## src/rtl/agex_muldiv_unit_pkg.sv

```systemverilog
// Shared definitions for the AGEX iterative multiply/divide unit:
// funct3 operation codes, FSM state encoding, DE->AGEX field widths
// and small operand-signedness helpers.
package agex_md_pkg;

   // funct3 encodings of the M-extension operations
   localparam logic [2:0] MD_MUL    = 3'b000;
   localparam logic [2:0] MD_MULH   = 3'b001;
   localparam logic [2:0] MD_MULHSU = 3'b010;
   localparam logic [2:0] MD_MULHU  = 3'b011;
   localparam logic [2:0] MD_DIV    = 3'b100;
   localparam logic [2:0] MD_DIVU   = 3'b101;
   localparam logic [2:0] MD_REM    = 3'b110;
   localparam logic [2:0] MD_REMU   = 3'b111;

   // DE->AGEX M-extension latch field widths
   localparam int MD_OP_W  = 3;
   localparam int MD_XLEN  = 32;
   localparam int MD_TAG_W = 5;

   typedef enum logic [1:0] {
      MD_IDLE = 2'd0,
      MD_CALC = 2'd1,
      MD_DONE = 2'd2
   } md_state_t;

   // rs1 is interpreted as signed for MUL, MULH, MULHSU, DIV and REM
   function automatic logic md_rs1_signed(input logic [2:0] op);
      return (op == MD_MUL) || (op == MD_MULH) || (op == MD_MULHSU) ||
             (op == MD_DIV) || (op == MD_REM);
   endfunction

   // rs2 is interpreted as signed for MUL, MULH, DIV and REM
   function automatic logic md_rs2_signed(input logic [2:0] op);
      return (op == MD_MUL) || (op == MD_MULH) ||
             (op == MD_DIV) || (op == MD_REM);
   endfunction

endpackage

```

## src/rtl/agex_muldiv_unit_if.sv

```systemverilog
// DE->AGEX request / AGEX-latch result bundle for the multiply/divide unit.
// master = the stage driving operations in and taking results out;
// slave  = the multiply/divide unit itself.
interface agex_muldiv_unit_if
   import agex_md_pkg::*;
#(
   parameter int XLEN  = MD_XLEN,
   parameter int TAG_W = MD_TAG_W
);

   logic                 flush;
   logic                 in_valid;
   logic                 in_ready;
   logic [MD_OP_W-1:0]   in_op;
   logic [XLEN-1:0]      in_rs1;
   logic [XLEN-1:0]      in_rs2;
   logic [TAG_W-1:0]     in_tag;
   logic                 out_valid;
   logic                 out_ready;
   logic [XLEN-1:0]      out_result;
   logic [TAG_W-1:0]     out_tag;
   logic                 busy;

   modport master (
      output flush, in_valid, in_op, in_rs1, in_rs2, in_tag, out_ready,
      input  in_ready, out_valid, out_result, out_tag, busy
   );

   modport slave (
      input  flush, in_valid, in_op, in_rs1, in_rs2, in_tag, out_ready,
      output in_ready, out_valid, out_result, out_tag, busy
   );

endinterface

```

## src/rtl/agex_muldiv_unit_md_sign_fix.sv

```systemverilog
// Conditional two's-complement negate of a double-width value followed by
// a low/high half select. Used both to take operand magnitudes on accept
// and to sign-correct and pick the final result on the fix-up edge.
module md_sign_fix #(
   parameter int W = 32
) (
   input  logic [2*W-1:0] value,
   input  logic           neg,
   input  logic           sel_hi,
   output logic [W-1:0]   result
);

   logic [2*W-1:0] fixed;

   assign fixed  = neg ? -value : value;
   assign result = sel_hi ? fixed[2*W-1:W] : fixed[W-1:0];

endmodule

```

## src/rtl/agex_muldiv_unit.sv

```systemverilog
// Iterative RISC-V M-extension unit for the AGEX stage. One operation at a
// time, one multiplier/quotient bit per cycle, result and destination tag
// presented on a valid/ready port. Divide-by-zero and signed overflow are
// resolved at accept and skip the iteration entirely.
module agex_muldiv_unit
   import agex_md_pkg::*;
#(
   parameter int XLEN  = MD_XLEN,
   parameter int TAG_W = MD_TAG_W
) (
   input logic              clk,
   input logic              reset,
   agex_muldiv_unit_if.slave io
);

   localparam int CNT_W = $clog2(XLEN) + 1;

   md_state_t         state;
   md_state_t         state_next;
   logic              accept;

   logic [2:0]        op;
   logic              sign_q;
   logic              sign_r;
   logic [XLEN-1:0]   opnd;
   logic [2*XLEN-1:0] acc;
   logic [CNT_W-1:0]  cnt;
   logic [XLEN-1:0]   result_q;
   logic [TAG_W-1:0]  tag_q;

   logic              neg_a;
   logic              neg_b;
   logic [XLEN-1:0]   a_mag;
   logic [XLEN-1:0]   b_mag;
   logic              div_zero;
   logic              div_ovf;
   logic              special;
   logic [XLEN-1:0]   special_val;

   logic [XLEN:0]     mul_sum;
   logic [XLEN:0]     div_diff;
   logic [2*XLEN-1:0] acc_step;

   logic              op_div;
   logic              op_rem;
   logic [2*XLEN-1:0] post_value;
   logic              post_neg;
   logic              post_sel_hi;
   logic [XLEN-1:0]   post_result;

   assign io.in_ready   = (state == MD_IDLE);
   assign io.out_valid  = (state == MD_DONE);
   assign io.busy       = (state != MD_IDLE);
   assign io.out_result = result_q;
   assign io.out_tag    = tag_q;

   md_sign_fix #(.W(XLEN)) u_abs_a (
      .value  ({{XLEN{1'b0}}, io.in_rs1}),
      .neg    (neg_a),
      .sel_hi (1'b0),
      .result (a_mag)
   );

   md_sign_fix #(.W(XLEN)) u_abs_b (
      .value  ({{XLEN{1'b0}}, io.in_rs2}),
      .neg    (neg_b),
      .sel_hi (1'b0),
      .result (b_mag)
   );

   md_sign_fix #(.W(XLEN)) u_post (
      .value  (post_value),
      .neg    (post_neg),
      .sel_hi (post_sel_hi),
      .result (post_result)
   );

   // Decode the incoming operands: signs, and the results of divide-by-zero / overflow
   always_comb begin
      neg_a       = md_rs1_signed(io.in_op) && io.in_rs1[XLEN-1];
      neg_b       = md_rs2_signed(io.in_op) && io.in_rs2[XLEN-1];
      div_zero    = io.in_op[2] && (io.in_rs2 == '0);
      div_ovf     = ((io.in_op == MD_DIV) || (io.in_op == MD_REM)) &&
                    (io.in_rs1 == {1'b1, {(XLEN-1){1'b0}}}) &&
                    (io.in_rs2 == '1);
      special     = div_zero || div_ovf;
      special_val = '0;
      if (div_zero) begin
         special_val = io.in_op[1] ? io.in_rs1 : '1;
      end else if (div_ovf) begin
         special_val = io.in_op[1] ? '0 : io.in_rs1;
      end
   end

   // One iteration step: shift-add for multiply, restoring subtract for divide
   always_comb begin
      mul_sum  = {1'b0, acc[2*XLEN-1:XLEN]} + (acc[0] ? {1'b0, opnd} : '0);
      div_diff = acc[2*XLEN-1:XLEN-1] - {1'b0, opnd};
      acc_step = {mul_sum, acc[XLEN-1:1]};
      if (op[2]) begin
         if (div_diff[XLEN]) begin
            acc_step = {acc[2*XLEN-2:0], 1'b0};
         end else begin
            acc_step = {div_diff[XLEN-1:0], acc[XLEN-2:0], 1'b1};
         end
      end
   end

   // Pick which accumulator part and which recorded sign feed the fix-up
   always_comb begin
      op_div      = op[2];
      op_rem      = op[2] && op[1];
      post_value  = acc;
      post_neg    = sign_q;
      post_sel_hi = (op != MD_MUL);
      if (op_div) begin
         post_value  = {{XLEN{1'b0}}, (op_rem ? acc[2*XLEN-1:XLEN] : acc[XLEN-1:0])};
         post_neg    = op_rem ? sign_r : sign_q;
         post_sel_hi = 1'b0;
      end
   end

   // State register
   always_ff @(posedge clk) begin
      if (reset) begin
         state <= MD_IDLE;
      end else begin
         state <= state_next;
      end
   end

   // Next-state logic; flush always returns to IDLE and blocks any accept
   always_comb begin
      state_next = state;
      accept     = 1'b0;
      case (state)
         MD_IDLE: begin
            if (io.in_valid && !io.flush) begin
               accept     = 1'b1;
               state_next = special ? MD_DONE : MD_CALC;
            end
         end
         MD_CALC: begin
            if (cnt == '0) begin
               state_next = MD_DONE;
            end
         end
         MD_DONE: begin
            if (io.out_ready) begin
               state_next = MD_IDLE;
            end
         end
         default: state_next = MD_IDLE;
      endcase
      if (io.flush) begin
         state_next = MD_IDLE;
      end
   end

   // Datapath: load on accept, iterate while the counter runs, fix up when it hits zero
   always_ff @(posedge clk) begin
      if (reset) begin
         op       <= MD_MUL;
         sign_q   <= 1'b0;
         sign_r   <= 1'b0;
         opnd     <= '0;
         acc      <= '0;
         cnt      <= '0;
         result_q <= '0;
         tag_q    <= '0;
      end else if (accept) begin
         op     <= io.in_op;
         tag_q  <= io.in_tag;
         sign_q <= neg_a ^ neg_b;
         sign_r <= neg_a;
         cnt    <= CNT_W'(XLEN);
         if (io.in_op[2]) begin
            opnd <= b_mag;
            acc  <= {{XLEN{1'b0}}, a_mag};
         end else begin
            opnd <= a_mag;
            acc  <= {{XLEN{1'b0}}, b_mag};
         end
         if (special) begin
            result_q <= special_val;
         end
      end else if ((state == MD_CALC) && !io.flush) begin
         if (cnt != '0) begin
            acc <= acc_step;
            cnt <= cnt - CNT_W'(1);
         end else begin
            result_q <= post_result;
         end
      end
   end

endmodule

```

## src/flat_wrapper.sv

```systemverilog
// flat-port wrapper written by rule: the top's interface ports become plain ports
module agex_muldiv_unit_flat import agex_md_pkg::*;
#(
   parameter int XLEN  = MD_XLEN,
   parameter int TAG_W = MD_TAG_W
)
  (clk, reset, io_flush, io_in_valid, io_in_op, io_in_rs1, io_in_rs2, io_in_tag, io_out_ready, io_in_ready, io_out_valid, io_out_result, io_out_tag, io_busy);
  agex_muldiv_unit_if #(.XLEN(XLEN), .TAG_W(TAG_W)) io_i ();
  input logic clk;
  input logic reset;
  input wire logic [$bits(io_i.flush)-1:0] io_flush;
  input wire logic [$bits(io_i.in_valid)-1:0] io_in_valid;
  input wire logic [$bits(io_i.in_op)-1:0] io_in_op;
  input wire logic [$bits(io_i.in_rs1)-1:0] io_in_rs1;
  input wire logic [$bits(io_i.in_rs2)-1:0] io_in_rs2;
  input wire logic [$bits(io_i.in_tag)-1:0] io_in_tag;
  input wire logic [$bits(io_i.out_ready)-1:0] io_out_ready;
  output wire logic [$bits(io_i.in_ready)-1:0] io_in_ready;
  output wire logic [$bits(io_i.out_valid)-1:0] io_out_valid;
  output wire logic [$bits(io_i.out_result)-1:0] io_out_result;
  output wire logic [$bits(io_i.out_tag)-1:0] io_out_tag;
  output wire logic [$bits(io_i.busy)-1:0] io_busy;
  assign io_i.flush = io_flush;
  assign io_i.in_valid = io_in_valid;
  assign io_i.in_op = io_in_op;
  assign io_i.in_rs1 = io_in_rs1;
  assign io_i.in_rs2 = io_in_rs2;
  assign io_i.in_tag = io_in_tag;
  assign io_i.out_ready = io_out_ready;
  assign io_in_ready = io_i.in_ready;
  assign io_out_valid = io_i.out_valid;
  assign io_out_result = io_i.out_result;
  assign io_out_tag = io_i.out_tag;
  assign io_busy = io_i.busy;
  agex_muldiv_unit #(.XLEN(XLEN), .TAG_W(TAG_W)) u_core (.clk(clk), .reset(reset), .io(io_i));
endmodule
```

## config.mk

```make
export PLATFORM = sky130hd
export DESIGN_NAME = agex_muldiv_unit_flat
export DESIGN_NICKNAME = d
export VERILOG_FILES = /design/src/rtl/agex_muldiv_unit_pkg.sv /design/src/rtl/agex_muldiv_unit_if.sv /design/src/rtl/agex_muldiv_unit_md_sign_fix.sv /design/src/rtl/agex_muldiv_unit.sv /design/src/flat_wrapper.sv
export SDC_FILE = /design/constraint.sdc
export NUM_CORES = 1
export LEC_CHECK = 0
export BUFFER_PORTS_ARGS = -buffer_cell sky130_fd_sc_hd__buf_4
export CAP_MARGIN = 20
export CORE_ASPECT_RATIO = 1.25
export CORE_UTILIZATION = 35
export DETAILED_ROUTE_END_ITERATION = 8
export GPL_TIMING_DRIVEN = 0
export PLACE_DENSITY = 0.57
export SETUP_SLACK_MARGIN = 0.5
export SLEW_MARGIN = 15
export SYNTH_ARGS = -nofsm -noshare
export SYNTH_HDL_FRONTEND = slang
export SYNTH_SLANG_ARGS = --single-unit
```

## constraint.sdc

```tcl
create_clock -name clk -period 6.1 [get_ports clk]
set_input_delay 0.305 -clock clk [delete_from_list [all_inputs] [get_ports clk]]
set_output_delay 0.305 -clock clk [all_outputs]
set_load 0.1 [all_outputs]
```

# == Word level (Yosys, flattened, before mapping) ==
# Cells that the tools add are included.
# word_totals
wordCells,97
out_inout_bits,40
reg_bits,146
# op_classes
n_eq_ne,13
bitwise,1
n_mux,35
reduce_logical,32
add_sub_neg,6
# op_table
op,n
32-bit 2-to-1 mux,15
64-bit 2-to-1 mux,7
32-bit == test (second input constant),2
32-bit negation,2
64-bit negation,1
32-bit by 33-bit adder with 33-bit output,1
33-bit by 32-bit subtractor with 33-bit output,1
32-bit logical NOT,1
6-bit 2-to-1 mux,3
1-bit logical AND,8
1-bit logical OR,8
2-bit 2-to-1 mux,4
3-bit == test (second input constant),2
6-bit logical NOT,1
2-bit by 1-bit inequality test with 1-bit output (second input constant),3
2-bit case mux with 3 select lines,1
3-bit AND reduction,2
2-bit nonzero test,3
6-bit nonzero test,1
6-bit by 1-bit subtractor with 6-bit output (second input constant),1
1-bit 2-to-1 mux,5
2-bit inequality test (second input constant),2
2-bit AND reduction,2
2-bit OR reduction,2
9 further kinds,9

# == Depth between registers and ports, before layout ==
# Gate-level depths: netlist of the first run.
# logic_depth
depth_word,9
depth_mapped,16
depth_no_buf,13

# == Cells and area by module ==
# From an unflattened synthesis of the first run, not the netlist that was laid out.
# unflattened
hier_cells,2412
hier_area_um2,17963.5
# modules_own_cells
module,n_inst,cells_per_inst,seq_area_each_um2,area_per_inst_um2
agex_muldiv_unit,1,1492,2922.8,11685.0
md_sign_fix at u_core.u_abs_a ...,2,318,0.0,2100.8
md_sign_fix at u_core.u_post,1,284,0.0,2077.0

# == Least setup slack after synthesis of the first run ==
# Ideal clock, no wire load.
# synth_path
path_kind,reg2reg
start,register u_core.op[2]
end,"register u_core.result_q[22], in the netlist u_core.io.out_result[22]"
required_time_ps,5958
setup_ps,142
arrival_time_ps,3695
stages_incl_launch_ff,17
setup_slack_ps,2263
n_path_buf,6
cell_sequence,dfxtp_1 and2_1 clkbuf_1 clkbuf_1 buf_2 buf_1 buf_2 mux2i_1 ha_1 nand4_1 nor4_1 buf_2 nand2_1 nor4_1 a41oi_1 o211ai_1 a311oi_1
# synth_between
elab_chain_len,9
word_cells_on_any_way,13
cone_classes,1 x add/sub; 10 x mux; 2 x reduce/logical
# synth_rtl
element,line_no,rtl
"start, declared",agex_muldiv_unit.sv:22,logic [2:0] op;
"start signal, assigned",agex_muldiv_unit.sv:172,op <= io.in_op;
1-bit logical AND,agex_muldiv_unit.sv:112,op_rem = op[2] && op[1];
32-bit 2-to-1 mux,agex_muldiv_unit.sv:117,"post_value = {{XLEN{1'b0}}, (op_rem ? acc[2*XLEN-1:XLEN] : acc[XLEN-1:0])};"
64-bit 2-to-1 mux,agex_muldiv_unit.sv:116,if (op_div) begin
64-bit negation,agex_muldiv_unit_md_sign_fix.sv:15,assign fixed = neg ? -value : value;
64-bit 2-to-1 mux,agex_muldiv_unit_md_sign_fix.sv:15,
32-bit 2-to-1 mux *,agex_muldiv_unit_md_sign_fix.sv:16,assign result = sel_hi ? fixed[2*W-1:W] : fixed[W-1:0];
32-bit 2-to-1 mux *,agex_muldiv_unit.sv:188,if (cnt != '0) begin
32-bit 2-to-1 mux *,agex_muldiv_unit.sv:187,end else if ((state == MD_CALC) && !io.flush) begin
32-bit 2-to-1 mux *,agex_muldiv_unit.sv:171,end else if (accept) begin
"end signal, assigned",agex_muldiv_unit.sv:185,result_q <= special_val;
"end signal, assigned",agex_muldiv_unit.sv:192,result_q <= post_result;
"end, declared",agex_muldiv_unit.sv:28,logic [XLEN-1:0] result_q;
# Mark *: on every way between the ends. The rest lies on a longest branch, timed or not. The select of a mux whose other input is x is not followed.
# A chain may end at the register's enable or synchronous reset.

# == Worst setup path in the final report of the first run ==
# Ends and elaborated chain as after synthesis.

==> results of run 1 <==
## sequential cells by signal, summed over array words and instances (netlist names)
signal	cells
u_core.acc	64
u_core.io.out_result	32
u_core.opnd	32
u_core.cnt	6
u_core.io.out_tag	5
u_core.op	3
u_core.state	2
u_core.sign_q	1
u_core.sign_r	1
## per-stage QoR
stage                     setup slack [ps]  cell area (sq um)
after floorplan                       2260              15000
after global placement                 493              16600
after detailed placement               605              16600
after CTS                              586              17200
after global routing                   623              17200
final                                  942              17200
## repair_timing
item / CTS / global route
setup endpoints to repair: 0 / 14
gates resized for setup: 0 / 4
hold buffers: 0 / 0
## where the power goes
part / leakage [uW] / switching [uW] / internal, uW
logic: 0.00512 / 736 / 358
clock network: 0.000301 / 576 / 562
registers: 0.00119 / 64.2 / 992
total: 0.00661 / 1380 / 1910
## routing by layer
layer	vias to the layer above	GRT usage, %	share of wire, %
met4	4	23.2	7.4
met5	-	0	0.036
li1	8067	-	-
met1	8370	38.2	39
met3	254	5.09	7.4
met2	863	55.1	46
## Yosys cell counts, types with 8 or more instances
cell,count
inv_1,65
and2_1,42
a31oi_1,30
nand2_1,228
clkbuf_1,130
o41ai_1,8
nor3_1,48
or3_1,16
or4_1,10
and3_1,18
a21oi_1,228
nor2b_1,19
a311oi_1,17
nand4_1,24
mux2_2,11
a211oi_1,27
or2_2,9
a211o_1,14
buf_1,15
a21o_1,23
nor2_1,201
nor4_1,27
o31ai_1,24
nand2b_1,17
xor2_1,73
a22oi_1,10
nand3_1,26
buf_2,8
dfxtp_1,146
ha_1,69
o21ai_0,124
mux2i_1,70
o21a_1,28
o22ai_1,17
o21ai_1,22
o211ai_1,66
xnor2_1,84
## worst max path at each step
| stage | start | slack, ps | endpoint |
|---|---|---|---|
| floorplan | u_core.op[2] | 2260 | u_core.io.out_result[22] |
| global placement | u_core.op[2] | 490 | u_core.io.out_result[20] |
| detailed placement | u_core.op[2] | 610 | u_core.io.out_result[20] |
| CTS | u_core.op[2] | 590 | u_core.io.out_result[20] |
| global route | u_core.op[2] | 620 | u_core.io.out_result[18] |
| finish | u_core.op[2] | 940 | u_core.io.out_result[22] |
## final cells by class
cell class | count | area [sq um]
fillers | 4576 | 25000
multi-input cells | 1757 | 11200
flip-flops and latches | 146 | 2920
repair buffers | 116 | 871
well taps | 559 | 699
plain buffers | 158 | 631
clock buffers | 17 | 425
inverters | 66 | 248
clock inverters | 15 | 199
## worst max-delay path, cell delays in order, from the launching register on
cell,delay [ps]
dfxtp_1,600
and2_1,190
clkbuf_1,220
clkbuf_2,320
buf_2,370
clkbuf_2,390
buf_2,390
mux2i_1,300
ha_1,250
nand4_1,250
nor3_1,670
a21o_1,320
xor2_1,90
a21oi_1,160
o211ai_1,230
a311oi_1,300
## cells by family after synthesis
kind of cell               Yosys count
AOI/OAI and AO/OA                  724
xor gates and xnor gates           157
adders and majority gates           71
buffers and inverters              224
DFF                                146
muxes                               82
and+or+nand+nor                    723
==> flow_metrics.env, run 1 <==
export IMPL_yosysWarnings=0
export IMPL_start_util_pct=35.6
export IMPL_cts_sinks=146
export IMPL_arrival_ps=5550
export IMPL_async_reset_ff_share_pct=0
export IMPL_clk_pin_slew_worst_paths_ps=90
export IMPL_synthTopCellsByArea="dfxtp_1 19%, a21oi_1 7.6%, ha_1 5.7%, nand2_1 5.7%, nor2_1 5.0%"
export IMPL_synthAdderAreaFrac_pct=6.01
export IMPL_min_from="io_in_tag[3]"
export IMPL_power_density_mw_per_mm2=191
export IMPL_max_slew_margin_rel_pct=23.0
export IMPL_worstSetupPathType="reg -> reg"
export IMPL_synth_xor_area_share_pct=9.15
export IMPL_reg2reg_slack_ps=940
export IMPL_grt_pass1_vias=16700
export IMPL_synth_area_sq_mm=0.0150
export IMPL_cp_data_required_time_ps=6490
export IMPL_fin_crit_ps=5160
export IMPL_finalCritPeriodShare_pct=84.5
export IMPL_grt_max_degree=20
export IMPL_synth_edf_count=0
export IMPL_avgSynthCellArea_sq_um=7.07
export IMPL_detailed_place_hpwl_um=58800
export IMPL_r2r_start="u_core.op[2]"
export IMPL_end_kind="flip-flop"
export IMPL_rows=84
export IMPL_synth_seq_cells=146
export IMPL_first_iter_violations=1810
export IMPL_wl_per_cell_um=25.8
export IMPL_outcome="complete, no violations"
export IMPL_drive_above_1_share_pct=8.44
export IMPL_tns_ps=0
export IMPL_routed_wl_um=73200
export IMPL_die_y_um=234
export IMPL_synth_simple_area_share_pct=23.2
export IMPL_ir_drop_uv=146
export IMPL_synth_top_cell_by_area="dfxtp_1"
export IMPL_cts_setup_buffers=0
export IMPL_fin_hold_ws_ps=77.6
export IMPL_hold_viol_final=0
export IMPL_cts_max_level=4
export IMPL_dp_cells=2802
export IMPL_antenna_found_initial=3
export IMPL_netlist_instances=2127
export IMPL_drv_slew=0
export IMPL_cp_start_kind="flip-flop"
export IMPL_cts_tree="built"
export IMPL_hold_path_class="in -> reg"
export IMPL_worst_pin_slew_ps=1150
export IMPL_cts_root_buf="clkbuf_16"
export IMPL_final_cells=2834
export IMPL_synth_top_family_by_area="compound AO/OA/AOI/OAI gates"
export IMPL_io_pins=117
export IMPL_ys_seq_area_share_pct=19.4
export IMPL_path_max_fanout=10
export IMPL_p_leak_uw=0.00661
export IMPL_final_cell_mix="228 x nand2_1, 228 x a21oi_1, 201 x nor2_1, 146 x dfxtp_1, 129 x clkbuf_1"
export IMPL_syn_nets=2275
export IMPL_routed_via_density=6.20
export IMPL_fp_coreArea_sq_mm=0.0423
export IMPL_post_route_util_pct=40.8
export IMPL_die_area_sq_mm=0.0438
export IMPL_synth_mux_area_share_pct=5.56
export IMPL_hold_end="u_core.io.out_tag[3]"
export IMPL_gr_total_overflow=0
export IMPL_rr_worst_depth=15
export IMPL_finalSetupViolCount=0
export IMPL_vias=17600
export IMPL_portBuffers=115
export IMPL_r2r_end="u_core.io.out_result[22]"
export IMPL_drcViolationCount=0
export IMPL_synth_ff_type="dfxtp_1"
export IMPL_grt_pass1_wl_um=107000
export IMPL_first_pass_iters=6
export IMPL_gp_congestion=1.00
export IMPL_clk_path_buf_depth=2
export IMPL_total_power_uw=3290
export IMPL_grt_util_all_layers_pct=32.8
export IMPL_fin_nets=2410
export IMPL_synth_top_area_share_pct=19.4
export IMPL_synth_compound_area_share_pct=30.9
export IMPL_synthDistinctLibCells=83
export IMPL_rsz0062_at_grt="false"
export IMPL_antenna_cells=0
export IMPL_fmax_mhz=194
export IMPL_insertion_delay_ps=470
export IMPL_cts_inserted_buffers=17
export IMPL_area_growth_pct=14.6
export IMPL_drv_cap=0
export IMPL_die_x_um=187
export IMPL_clock_skew_ps=17.3
export IMPL_hold_depth=3
export IMPL_ant_nets=0
Note: power is estimated with default switching activity, not from simulation.
==> inputs of run 2 (changes only) <==
PLACE_DENSITY = 0.59   (was 0.57)
clock period = 4.4 ns   (was 6.1 ns; I/O delays follow)
==> flow_metrics.env, run 2 (synthesis gave the netlist of run 1 again) <==
export IMPL_portBuffers=115
export IMPL_finalSetupViolCount=0
export IMPL_final_cell_mix="228 x nand2_1, 227 x a21oi_1, 201 x nor2_1, 139 x dfxtp_1, 128 x buf_4"
export IMPL_detailed_place_hpwl_um=58500
export IMPL_grt_pass1_vias=16600
export IMPL_worst_pin_slew_ps=950
export IMPL_pre_cts_ws_ps=-1210
export IMPL_gp_congestion=0.997
export IMPL_cp_start_kind="flip-flop"
export IMPL_r2r_end="u_core.io.out_result[22]"
export IMPL_ir_drop_uv=184
export IMPL_cts_inserted_buffers=17
export IMPL_gr_total_overflow=0
export IMPL_cp_data_required_time_ps=4710
export IMPL_max_slew_margin_rel_pct=36.4
export IMPL_cts_root_buf="clkbuf_16"
export IMPL_fmax_mhz=262
export IMPL_die_area_sq_mm=0.0438
export IMPL_reg2reg_slack_ps=580
export IMPL_max_stage_delay_ps=430
export IMPL_drive_above_1_share_pct=10.6
export IMPL_worst_path_buf_inv=6
export IMPL_clk_pin_slew_worst_paths_ps=80
export IMPL_drv_cap=0
export IMPL_cp_top_family="buffers and inverters"
export IMPL_worstSetupPathType="reg -> reg"
export IMPL_timing_final_ws_setup_ps=584
export IMPL_outcome="complete, no violations"
export IMPL_path_max_fanout=10
export IMPL_insertion_delay_ps=470
export IMPL_end_kind="flip-flop"
export IMPL_vias=17500
export IMPL_antenna_cells=0
export IMPL_first_iter_violations=1703
export IMPL_cp_endpoint="u_core.io.out_result[22]"
export IMPL_clock_skew_ps=21.6
export IMPL_clockPowerShare_pct=34.2
export IMPL_routed_via_density=6.15
export IMPL_power_frac_comb_pct=33.9
export IMPL_swShare_pct=40.8
export IMPL_rsz0062_at_grt="false"
export IMPL_fin_nets=2425
export IMPL_wl_per_cell_um=25.5
export IMPL_finalCritPeriodShare_pct=86.7
export IMPL_rows=84
export IMPL_fin_crit_ps=3820
export IMPL_p_leak_uw=0.00675
export IMPL_die_x_um=187
export IMPL_grt_pass1_wl_um=106000
export IMPL_cts_tree="built"
export IMPL_io_pins=117
export IMPL_antenna_found_initial=3
export IMPL_rr_worst_depth=16
export IMPL_largest_register="u_core.acc"
export IMPL_post_route_util_pct=41.6
export IMPL_cts_max_level=4
export IMPL_r2r_start="u_core.op[2]"
export IMPL_hold_path_class="in -> reg"
export IMPL_startpoint="u_core.op[2]"
export IMPL_grt_util_all_layers_pct=32.5
export IMPL_power_density_mw_per_mm2=262
export IMPL_cts_sinks=146
export IMPL_routed_wl_um=72800
export IMPL_die_y_um=234
export IMPL_first_pass_iters=5
export IMPL_p_seq_share_pct=31.8
export IMPL_drcViolationCount=0
export IMPL_intPower_uw=2730
export IMPL_fp_coreArea_sq_mm=0.0423
export IMPL_largest_reg_flops=64
export IMPL_crit_cells=16
export IMPL_grt_max_degree=18
export IMPL_drv_slew=0
export IMPL_clk_path_buf_depth=2
export IMPL_hold_viol_final=0
export IMPL_ant_nets=0
export IMPL_area_growth_pct=16.9
export IMPL_crit_path_cell_trace="and2_1 > clkbuf_2 > clkbuf_8 > buf_6 > buf_12 > buf_12 > mux2i_4 > ha_2 > nand4_1 > nor4_2 > buf_4 > nand2_1 > nor4_2 > a41oi_1 > o211ai_1 > a311oi_1"
export IMPL_start_util_pct=35.6
export IMPL_cpMaxStageDelayCell="dfxtp_4"
export IMPL_layout_commonest_cell="nand2_1"
export IMPL_arrival_ps=4130
export IMPL_switchingPower_uw=1880
## run 2: cell types whose count changed in the layout (fill, tap and decap cells not counted), sizes merged
cell / delta
inv: +3
clkdlybuf4s15: +1
bufinv: +1
clkbuf: -3
dlygate4sd3: +3
clkinvlp: +1
buf: +14
clkinv: -5
## run 2: what timing repair did
action | CTS | global route
buffers inserted | 4 | 8
hold buffers | 3 | 0
hold endpoints to repair | 3 | 0
resized for setup | 42 | 41
pin swaps | 6 | 12
setup endpoints to repair | 53 | 48
## run 2: metrics by stage
| stage | std cells | setup TNS, ps | instance area (sq um) | power, uW | hold WS (ps) |
|---|---|---|---|---|---|
| CTS | 2840 | 0 | 17400 | 4530 | 0.0616 |
| floorplan | 2127 | 0 | 15000 | 2400 | 356 |
| global route | 2849 | 0 | 17600 | 4750 | 23.0 |
| finish | 2849 | 0 | 17600 | 4610 | 2.65 |
| global placement | 2801 | -17280 | 16600 | 2950 | 445 |
| detailed placement | 2801 | -17100 | 16600 | 2950 | 456 |
## run 2: final cells by class
type,count,area [sq um]
clock buffer,17,425
tap,559,699
fill,4557,24700
buffer,158,719
clock inverter,15,184
inverter,66,248
timing repair buffer,131,995
sequential,146,2930
multi-input combinational,1757,11400
## run 2: power groups by stage
stage	Clock [uW]	Sequential, uW	Combinational, uW
floorplan	0	1520	881
global placement	0	1490	1460
detailed placement	0	1490	1460
CTS	1580	1460	1490
global route	1620	1470	1660
finish	1580	1470	1560
## run 2: per-layer routing
layer | wire length, um | share of wire [%] | vias up | GRT usage (%)
met5 | 24 | 0.033 | - | 0
met4 | 5220 | 7.2 | 4 | 22.9
met3 | 5480 | 7.5 | 203 | 4.35
met2 | 33300 | 46 | 898 | 53.7
met1 | 28700 | 39 | 8323 | 39.3
li1 | - | - | 8093 | -
## run 2: worst reg2reg max path, delay by kind of cell, from the launching register on
kind            cells  cell delay (ps)
simple gates        5             1060
mux                 1              250
compound gates      3              580
flops               1              430
fa+ha+maj           1              230
buf+inv             6             1120
## run 2: how the worst min path moves through the flow
stage	start	end	slack, ps	depth (start not counted)
after CTS	io_in_tag[2]	u_core.io.out_tag[2]	0.06	3
final	io_in_tag[2]	u_core.io.out_tag[2]	3	3
after floorplan	io_in_op[0]	u_core.op[0]	360	2
after global placement	u_core.io.out_tag[4]	u_core.io.out_tag[4]	450	2
after detailed placement	u_core.io.out_tag[4]	u_core.io.out_tag[4]	460	2
after global routing	io_in_tag[2]	u_core.io.out_tag[2]	20	3
